==> config.mk <==
export PLATFORM = sky130hd
export DESIGN_NAME = emissor_registro_flat
export DESIGN_NICKNAME = d
export VERILOG_FILES = /design/src/rtl/emissor_registro_if.sv /design/src/rtl/emissor_registro.sv /design/src/flat_wrapper.sv
export SDC_FILE = /design/constraint.sdc
export NUM_CORES = 1
export LEC_CHECK = 0
export CORE_ASPECT_RATIO = 0.7
export CORE_UTILIZATION = 47
export DETAILED_ROUTE_END_ITERATION = 10
export PLACE_DENSITY = 0.84
export SYNTH_ARGS = -nofsm -noshare
export SYNTH_HDL_FRONTEND = slang
export SYNTH_SLANG_ARGS = --single-unit
==> constraint.sdc <==
create_clock -name clk -period 1.94 [get_ports clk]
set_input_delay 0.388 -clock clk [delete_from_list [all_inputs] [get_ports clk]]
set_output_delay 0.388 -clock clk [all_outputs]
set_load 0.05 [all_outputs]
==> src/rtl/emissor_registro_if.sv <==
// Bus bundle between the keypad/sequencer side and emissor_registro.
// hab/fim: a word on out_word is offered while hab=1, is taken when the latch raises fim, and the next word waits until fim has cleared.
interface emissor_registro_if #(
  parameter int DEPTH = 4
);
  localparam int CW = $clog2(DEPTH + 1);

  logic          wr_en;
  logic [3:0]    wr_oper;
  logic [3:0]    wr_dado;
  logic          full;
  logic          empty;
  logic [CW-1:0] count;
  logic [7:0]    out_word;
  logic          hab;
  logic          fim;
  logic          busy;
  logic          enviado;
  logic          erro;
  logic          clr_erro;
  logic [1:0]    fsm_state;

  modport master (
    output wr_en, wr_oper, wr_dado, fim, clr_erro,
    input  full, empty, count, out_word, hab, busy, enviado, erro, fsm_state
  );

  modport slave (
    input  wr_en, wr_oper, wr_dado, fim, clr_erro,
    output full, empty, count, out_word, hab, busy, enviado, erro, fsm_state
  );
endinterface

==> src/rtl/emissor_registro.sv <==
// Transmit side of the Hab/Fim operand-latch handshake: FIFO of {oper,dado} words fed to the latch.
// Optional drive timeout is enabled by defining EMISSOR_TIMEOUT_EN.
module emissor_registro #(
  parameter int DEPTH   = 4,
  parameter int TIMEOUT = 15
) (
  input logic          clk,
  input logic          rst,
  emissor_registro_if.slave bus
);
  localparam int CW = $clog2(DEPTH + 1);
  localparam int AW = $clog2(DEPTH);

  typedef enum logic [1:0] {
    IDLE    = 2'd0,
    DRIVE   = 2'd1,
    RELEASE = 2'd2
  } state_t;

  state_t        state, state_d;
  logic [7:0]    mem [DEPTH];
  logic [AW-1:0] wr_ptr, rd_ptr;
  logic [CW-1:0] cnt;
  logic          push, pop;
  logic [7:0]    out_word_q, out_word_d;
  logic          hab_q, hab_d;
  logic          enviado_q, enviado_d;
`ifdef EMISSOR_TIMEOUT_EN
  logic          erro_q, erro_d;
  logic [7:0]    timer, timer_d;
`endif

  assign bus.full      = (cnt == CW'(DEPTH));
  assign bus.empty     = (cnt == '0);
  assign bus.count     = cnt;
  assign bus.out_word  = out_word_q;
  assign bus.hab       = hab_q;
  assign bus.enviado   = enviado_q;
  assign bus.busy      = (state != IDLE);
  assign bus.fsm_state = state;
  assign push          = bus.wr_en && !bus.full;

`ifdef EMISSOR_TIMEOUT_EN
  assign bus.erro = erro_q;
`else
  logic unused_clr_erro;
  assign unused_clr_erro = bus.clr_erro;
  assign bus.erro        = 1'b0;
`endif

  always_comb begin
    state_d    = state;
    out_word_d = out_word_q;
    hab_d      = hab_q;
    enviado_d  = 1'b0;
    pop        = 1'b0;
`ifdef EMISSOR_TIMEOUT_EN
    timer_d    = timer;
    erro_d     = erro_q;
    if (bus.clr_erro) erro_d = 1'b0;
`endif
    case (state)
      IDLE: begin
        // A fim left high from the previous word holds us here until it clears.
        if (!bus.empty && !bus.fim) begin
          state_d    = DRIVE;
          out_word_d = mem[rd_ptr];
          pop        = 1'b1;
          hab_d      = 1'b1;
`ifdef EMISSOR_TIMEOUT_EN
          timer_d    = 8'd0;
`endif
        end
      end
      DRIVE: begin
        if (bus.fim) begin
          state_d   = RELEASE;
          hab_d     = 1'b0;
          enviado_d = 1'b1;
        end
`ifdef EMISSOR_TIMEOUT_EN
        else if (timer == 8'(TIMEOUT - 1)) begin
          // Word is abandoned; the timeout overrides a same-cycle clr_erro.
          state_d = RELEASE;
          hab_d   = 1'b0;
          erro_d  = 1'b1;
        end else begin
          timer_d = timer + 8'd1;
        end
`endif
      end
      RELEASE: begin
        if (!bus.fim) state_d = IDLE;
      end
      default: state_d = IDLE;
    endcase
  end

  always_ff @(posedge clk or posedge rst) begin
    if (rst) begin
      state      <= IDLE;
      out_word_q <= 8'h00;
      hab_q      <= 1'b0;
      enviado_q  <= 1'b0;
`ifdef EMISSOR_TIMEOUT_EN
      erro_q     <= 1'b0;
      timer      <= 8'd0;
`endif
    end else begin
      state      <= state_d;
      out_word_q <= out_word_d;
      hab_q      <= hab_d;
      enviado_q  <= enviado_d;
`ifdef EMISSOR_TIMEOUT_EN
      erro_q     <= erro_d;
      timer      <= timer_d;
`endif
    end
  end

  always_ff @(posedge clk or posedge rst) begin
    if (rst) begin
      wr_ptr <= '0;
      rd_ptr <= '0;
      cnt    <= '0;
    end else begin
      if (push) wr_ptr <= wr_ptr + AW'(1);
      if (pop)  rd_ptr <= rd_ptr + AW'(1);
      case ({push, pop})
        2'b10:   cnt <= cnt + CW'(1);
        2'b01:   cnt <= cnt - CW'(1);
        default: cnt <= cnt;
      endcase
    end
  end

  always_ff @(posedge clk) begin
    if (push) mem[wr_ptr] <= {bus.wr_oper, bus.wr_dado};
  end
endmodule

==> src/flat_wrapper.sv <==
// flat-port wrapper written by rule: the top's interface ports become plain ports
module emissor_registro_flat 
#(
  parameter int DEPTH   = 4,
  parameter int TIMEOUT = 15
)
  (clk, rst, bus_wr_en, bus_wr_oper, bus_wr_dado, bus_fim, bus_clr_erro, bus_full, bus_empty, bus_count, bus_out_word, bus_hab, bus_busy, bus_enviado, bus_erro, bus_fsm_state);
  emissor_registro_if #(.DEPTH(DEPTH)) bus_i ();
  input logic clk;
  input logic rst;
  input wire logic [$bits(bus_i.wr_en)-1:0] bus_wr_en;
  input wire logic [$bits(bus_i.wr_oper)-1:0] bus_wr_oper;
  input wire logic [$bits(bus_i.wr_dado)-1:0] bus_wr_dado;
  input wire logic [$bits(bus_i.fim)-1:0] bus_fim;
  input wire logic [$bits(bus_i.clr_erro)-1:0] bus_clr_erro;
  output wire logic [$bits(bus_i.full)-1:0] bus_full;
  output wire logic [$bits(bus_i.empty)-1:0] bus_empty;
  output wire logic [$bits(bus_i.count)-1:0] bus_count;
  output wire logic [$bits(bus_i.out_word)-1:0] bus_out_word;
  output wire logic [$bits(bus_i.hab)-1:0] bus_hab;
  output wire logic [$bits(bus_i.busy)-1:0] bus_busy;
  output wire logic [$bits(bus_i.enviado)-1:0] bus_enviado;
  output wire logic [$bits(bus_i.erro)-1:0] bus_erro;
  output wire logic [$bits(bus_i.fsm_state)-1:0] bus_fsm_state;
  assign bus_i.wr_en = bus_wr_en;
  assign bus_i.wr_oper = bus_wr_oper;
  assign bus_i.wr_dado = bus_wr_dado;
  assign bus_i.fim = bus_fim;
  assign bus_i.clr_erro = bus_clr_erro;
  assign bus_full = bus_i.full;
  assign bus_empty = bus_i.empty;
  assign bus_count = bus_i.count;
  assign bus_out_word = bus_i.out_word;
  assign bus_hab = bus_i.hab;
  assign bus_busy = bus_i.busy;
  assign bus_enviado = bus_i.enviado;
  assign bus_erro = bus_i.erro;
  assign bus_fsm_state = bus_i.fsm_state;
  emissor_registro #(.DEPTH(DEPTH), .TIMEOUT(TIMEOUT)) u_core (.clk(clk), .rst(rst), .bus(bus_i));
endmodule
Word level (Yosys, flattened, before mapping)
Memory sizes are Yosys's and may differ from the RTL's. A register that Yosys moved wholly into a read port is not among the register bits.
Cells that the tools add are included.
{ "totals": {"regBits": 11, "latch_bits": 0, "mem_bits_rw": 32, "romBits": 0, "memories": 1} }
{ "memory_table": {"columns": ["name", "depth", "word_bits", "read_ports", "rd_clocked_by_memory_dff", "wr", "line", "source"], "rows": [
  ["u_core.mem", 4, 8, 1, 1, 1, "emissor_registro.sv:21", "logic [7:0] mem [DEPTH];"]
]} }
{ "op_classes": {"add_sub_neg": 4, "multipliers": 0, "div_mod_pow": 0, "order_cmp": 0, "eq_ne": 8, "shifts": 0, "mux": 14, "n_bitwise": 0, "n_reduce_logical": 13} }
{ "ops": {"columns": ["op", "n"], "rows": [
  ["two-way mux 1 bit", 8],
  ["two-way mux 2 bit", 3],
  ["one-hot mux 2 bit (3 select lines)", 1],
  ["one-hot mux 3 bit (2 select lines)", 1],
  ["AND reduction 3 bit", 2],
  ["nonzero test 2 bit", 3],
  ["adder 2 x 1 -> 2 bit (second input constant)", 2],
  ["equality test 2 x 1 -> 1 bit (second input constant)", 2],
  ["equality test 2 bit (second input constant)", 2],
  ["!= test 2 bit (second input constant)", 2],
  ["adder 3 x 1 -> 3 bit (second input constant)", 1],
  ["equality test 3 bit (second input constant)", 1],
  ["zero test 1 bit", 3],
  ["zero test 3 bit", 1],
  ["subtractor 3 x 1 -> 3 bit (second input constant)", 1],
  ["logical AND 1 bit", 2],
  ["zero test 2 bit", 1],
  ["!= test 2 x 1 -> 1 bit (second input constant)", 1],
  ["one-hot mux 1 bit (2 select lines)", 1],
  ["AND reduction 2 bit", 1]
]} }

Depth between registers and ports, before layout
{ "depth": {"word_depth": 7, "depth_mapped": 10, "depth_no_buf": 9} }

Worst setup path after synthesis
OpenSTA, ideal clock, no wires.
{ "synth_timing": {"path_kind": "flip-flop to flip-flop", "start": "register u_core.cnt[2], in the netlist u_core.bus.count[2]", "end": "register u_core.cnt[2], in the netlist u_core.bus.count[2]", "arrival_time_ps": 2703, "t_required_ps": 1858, "setup_slack_ps": -845, "stages_incl_launch_ff": 10, "path_buffers": 0, "period_less_slack_ps": 2785, "path_cell_list": "dfrtp_1 > nor3b_2 > nor2b_2 > inv_1 > ha_1 > inv_1 > fa_1 > xor2_1 > nor2_1 > xor2_1"} }
{ "synth_rtl": {"columns": ["item", "line", "source"], "rows": [
  ["start, declared", "emissor_registro.sv:23", "logic [CW-1:0] cnt;"],
  ["start signal, assigned", "emissor_registro.sv:130", "2'b10: cnt <= cnt + CW'(1);"],
  ["start signal, assigned", "emissor_registro.sv:131", "2'b01: cnt <= cnt - CW'(1);"],
  ["start signal, assigned", "emissor_registro.sv:132", "default: cnt <= cnt;"],
  ["equality test 3 bit (*)", "emissor_registro.sv:33", "assign bus.full = (cnt == CW'(DEPTH));"],
  ["net bus_full", "flat_wrapper.sv:16", "output wire logic [$bits(bus_i.full)-1:0] bus_full;"],
  ["zero test 1 bit (*)", "emissor_registro.sv:41", "assign push = bus.wr_en && !bus.full;"],
  ["logical AND 1 bit (*)", "emissor_registro.sv:41", null],
  ["equality test 2 x 1 -> 1 bit or equality test 2 bit (tied branches)", "emissor_registro.sv:129", "case ({push, pop})"],
  ["one-hot mux 3 bit (2 select lines) or nonzero test 2 bit (tied branches)", null, null]
]} }
Mark *: on every way through the listed nets, which the timed path passes. The rest lies on a longest branch.
A chain may end at the register's enable or synchronous reset.

Worst setup path after layout
{ "layout_timing": {"start": "input bus_fim", "end": "register u_core.cnt[2], in the netlist u_core.bus.count[2]"} }
{ "layout_via": {"elab_chain_len": 6} }
{ "layout_rtl": {"columns": ["item", "line", "source"], "rows": [
  ["start, declared", "flat_wrapper.sv:14", "input wire logic [$bits(bus_i.fim)-1:0] bus_fim;"],
  ["zero test 1 bit (*)", "emissor_registro.sv:65", "if (!bus.empty && !bus.fim) begin"],
  ["logical AND 1 bit (*)", "emissor_registro.sv:65", null],
  ["two-way mux 1 bit (*)", "emissor_registro.sv:65", null],
  ["two-way mux 1 bit (*)", "emissor_registro.sv:62", "case (state)"],
  ["net u_core.pop", "emissor_registro.sv:24", "logic push, pop;"],
  ["equality test 2 x 1 -> 1 bit or equality test 2 bit (tied branches)", "emissor_registro.sv:129", null],
  ["one-hot mux 3 bit (2 select lines) or nonzero test 2 bit (tied branches)", null, null]
]} }
Marked as above.

==> flow_summary.toml <==
[sta]
final.period_utilization_pct = 96.6
rsz0062_at_grt = "true"
setup_violations = 0
fin_crit_ns = 1.87
fmax_ghz = 0.534
worst_slack_ns = 0.0664
final.setup_skew_ns = 0.0129
hold_viol_final = 0
tns_ns = 0
whs_ns = 0.395
drv_slew = 0

[setup_path]
startpoint = "bus_fim"
slowest_stage = "clkdlybuf4s50_1"
cp.arrival_ns = 2.11
critPathMaxStageDelay_ns = 0.44
crit_chain = "clkdlybuf4s50_1, nor3_2, buf_4, nand2b_4, inv_4, ha_4, inv_2, fa_2, xor2_1, nor2_1, xor2_1"
crit_path_start_kind = "primary input"
r2r_cells = 9
crit_top_cell = "xor2_1"
required_ns = 2.18
critPathKind = "in -> reg"
cp_max_fo = 2
cp-end-kind = "register"
r2r_start = "u_core.bus.count[0]"

[synthesis]
ys_types = 27
synth_warnings = 0
postSynthCellCount = 114
ys_ff_latch = 51
syn-cell-area_mm2 = 0.00208
syn-num-nets = 133
yosysSeqAreaShare_pct = 68.9
syn_avg_cell_area_um2 = 18.3

[floorplan]
die_w_um = 81.6
die_area_mm2 = 0.00471
start_util_pct = 51.0
ios = 32
die_h_um = 57.7
fp.coreArea_mm2 = 0.00409
rows = 19

[pwr]
switching_share_pct = 37.9
total_power_uw = 4750
powerDensity_mw_per_mm2 = 1730
p_sw_uw = 1800
power_frac_seq_pct = 36.8
p_leak_uw = 0.00113
pwr-share-clk_pct = 15.8
p_comb_share_pct = 47.4
intPower_uw = 2950
vdd_drop_max_mv = 1.27

[flow_run]
maxCapViolCount = 0

[grt]
track_usage_pct = 17.8
gr-total-overflow = 0
grt_start_max_net_pins = 20
first_global_vias = 1204
grt_pass1_wl_mm = 5.78
antenna_found_initial = 0

[drt]
wl_per_cell_um = 16.4
routed_wl_mm = 3.66
drt_first_iter_violations = 63
drc = 0
firstDrtPassIters = 4
vias = 1142
ant_nets = 0
post_drt_via_cell_ratio = 5.12

[final_layout]
final_core_util_pct = 67.1
nNetsFinal = 189
drive_above_1_share_pct = 43.9
fillers = 279
antenna_cells = 0
area_growth_pct = 31.7

[place]
gp_congestion = 0.694
place_worst_setup_slack_ns = -0.293
dpl.hpwl_mm = 2.59
port_buffers = 29

[clock_network]
clock_latency_ns = 0.31
cts_hold_buf = 0
clockBufferDepth = 2
cts_sinks = 51
clk_pin_slew_worst_paths_ns = 0.10
htree_num_levels = 2
cts_buffers = 5
cts_tree = "yes"
cts_root_buf = "clkbuf_8"

[hold_path]
hp-class = "in -> async"

[status]
status = "completed"
[per-stage QoR]
step,instance area [um^2],std cells
2_1_floorplan,2130,114
3_3_place_gp,2580,210
3_5_place_dp,2580,210
4_1_cts,2700,218
5_1_grt,2750,223
6_report,2750,223
[worst paths after layout]
path	end	slack (ns)
max	u_core.bus.count[2]	0.07
min	u_core.bus.out_word[5]	0.39
max reg2reg	u_core.bus.count[2]	0.07
min reg2reg	u_core.bus.out_word[5]	0.52
max in group asynchronous	u_core.bus.count[0]	1.32
min in group clk	u_core.bus.out_word[5]	0.52
[timing repair]
item / 4_1_cts / 5_1_grt
gates resized for setup: 0 / 3
setup endpoints to repair: 0 / 2
hold endpoints to repair: 0 / 0
buffers inserted: 0 / 5
[cells in the mapped netlist]
master    count  area (um^2)
mux2i_1       1         10.0
nor3b_2       1         12.5
nand2_1       2         7.51
mux2_4        7          105
fa_1          1         20.0
xnor2_1       4         35.0
nor2_1        2         7.51
inv_1         8         30.0
clkbuf_1      1         3.75
ha_1          5         62.6
nor3_1        2         10.0
nor3_2        1         10.0
xor2_1        3         26.3
or2_2         1         6.26
buf_6         2         22.5
edfxtp_1     32          961
nand2b_1      1         6.26
conb_1        1         3.75
nand3b_1      1         7.51
o21ai_0       1         5.00
and2_1        5         31.3
nor4_1        1         6.26
dfrtp_1      19          475
mux2_2        2         22.5
mux4_2        8          180
nor2b_2       1         8.76
buf_4         1         7.51
[critical path, delay by kind of cell]
kind	cells	cell delay (ns)
buffers and inverters	4	0.67
adder cells (fa/ha/maj)	2	0.46
AND/OR/NAND/NOR	3	0.29
XOR/XNOR	2	0.31
[final cells by class]
| type | count | area [um^2] | area share, % |
|---|---|---|---|
| inverters | 8 | 32.5 | 1.19 |
| clock buffers | 5 | 68.8 | 2.51 |
| flip-flops and latches | 51 | 1440 | 52.5 |
| multi-input cells | 51 | 624 | 22.7 |
| repair buffers | 53 | 468 | 17.0 |
| well taps | 52 | 65.1 | 2.37 |
| clock inverters | 3 | 46.3 | 1.69 |
[cell families after synthesis]
kind of cell	Yosys count	synth area share [%]
muxes	18	15.2
other	1	0.180
xor gates and xnor gates	7	2.94
adders and majority gates	6	3.96
DFF	51	68.9
buffers and inverters	12	3.06
and+or+nand+nor	18	5.46
AOI/OAI and AO/OA	1	0.240
[cells in the final DEF (no fill, tap or decap), types with 2 or more instances in the layout]
| master | instances |
|---|---|
| clkbuf_8 | 5 |
| dfrtp_1 | 16 |
| xnor2_1 | 4 |
| and2_1 | 5 |
| buf_12 | 2 |
| nand2_1 | 2 |
| dfrtp_2 | 3 |
| inv_2 | 2 |
| buf_4 | 34 |
| clkdlybuf4s50_1 | 16 |
| edfxtp_1 | 32 |
| mux2_2 | 2 |
| inv_1 | 5 |
| mux4_2 | 8 |
| ha_1 | 4 |
| nor2_1 | 2 |
| mux2_4 | 7 |
| xor2_1 | 3 |
[sequential cells by signal, summed over array words and instances, names as in the netlist]
register              flops
u_core.bus.hab            1
u_core.mem               32
u_core.rd_ptr             2
u_core.bus.count          3
u_core.wr_ptr             2
u_core.bus.out_word       8
u_core.bus.enviado        1
u_core.bus.fsm_state      2
[power groups by stage]
stage	combinational, uW	clock (uW)	sequential (uW)
final	2250	749	1750
after global routing	2400	812	1780
after CTS	2190	772	1760
after detailed placement	2180	0	1780
after global placement	2120	0	1750
after floorplan	1020	0	2210
[layer usage]
layer / vias up / wire length (um) / track usage (%)
li1: 522 / - / -
met1: 581 / 1490 / 21.4
met2: 33 / 1930 / 29.4
met3: 6 / 167 / 5.35
met4: 0 / 70 / 9.02
met5: - / 0 / 0
(Power assumes the default switching activity.)
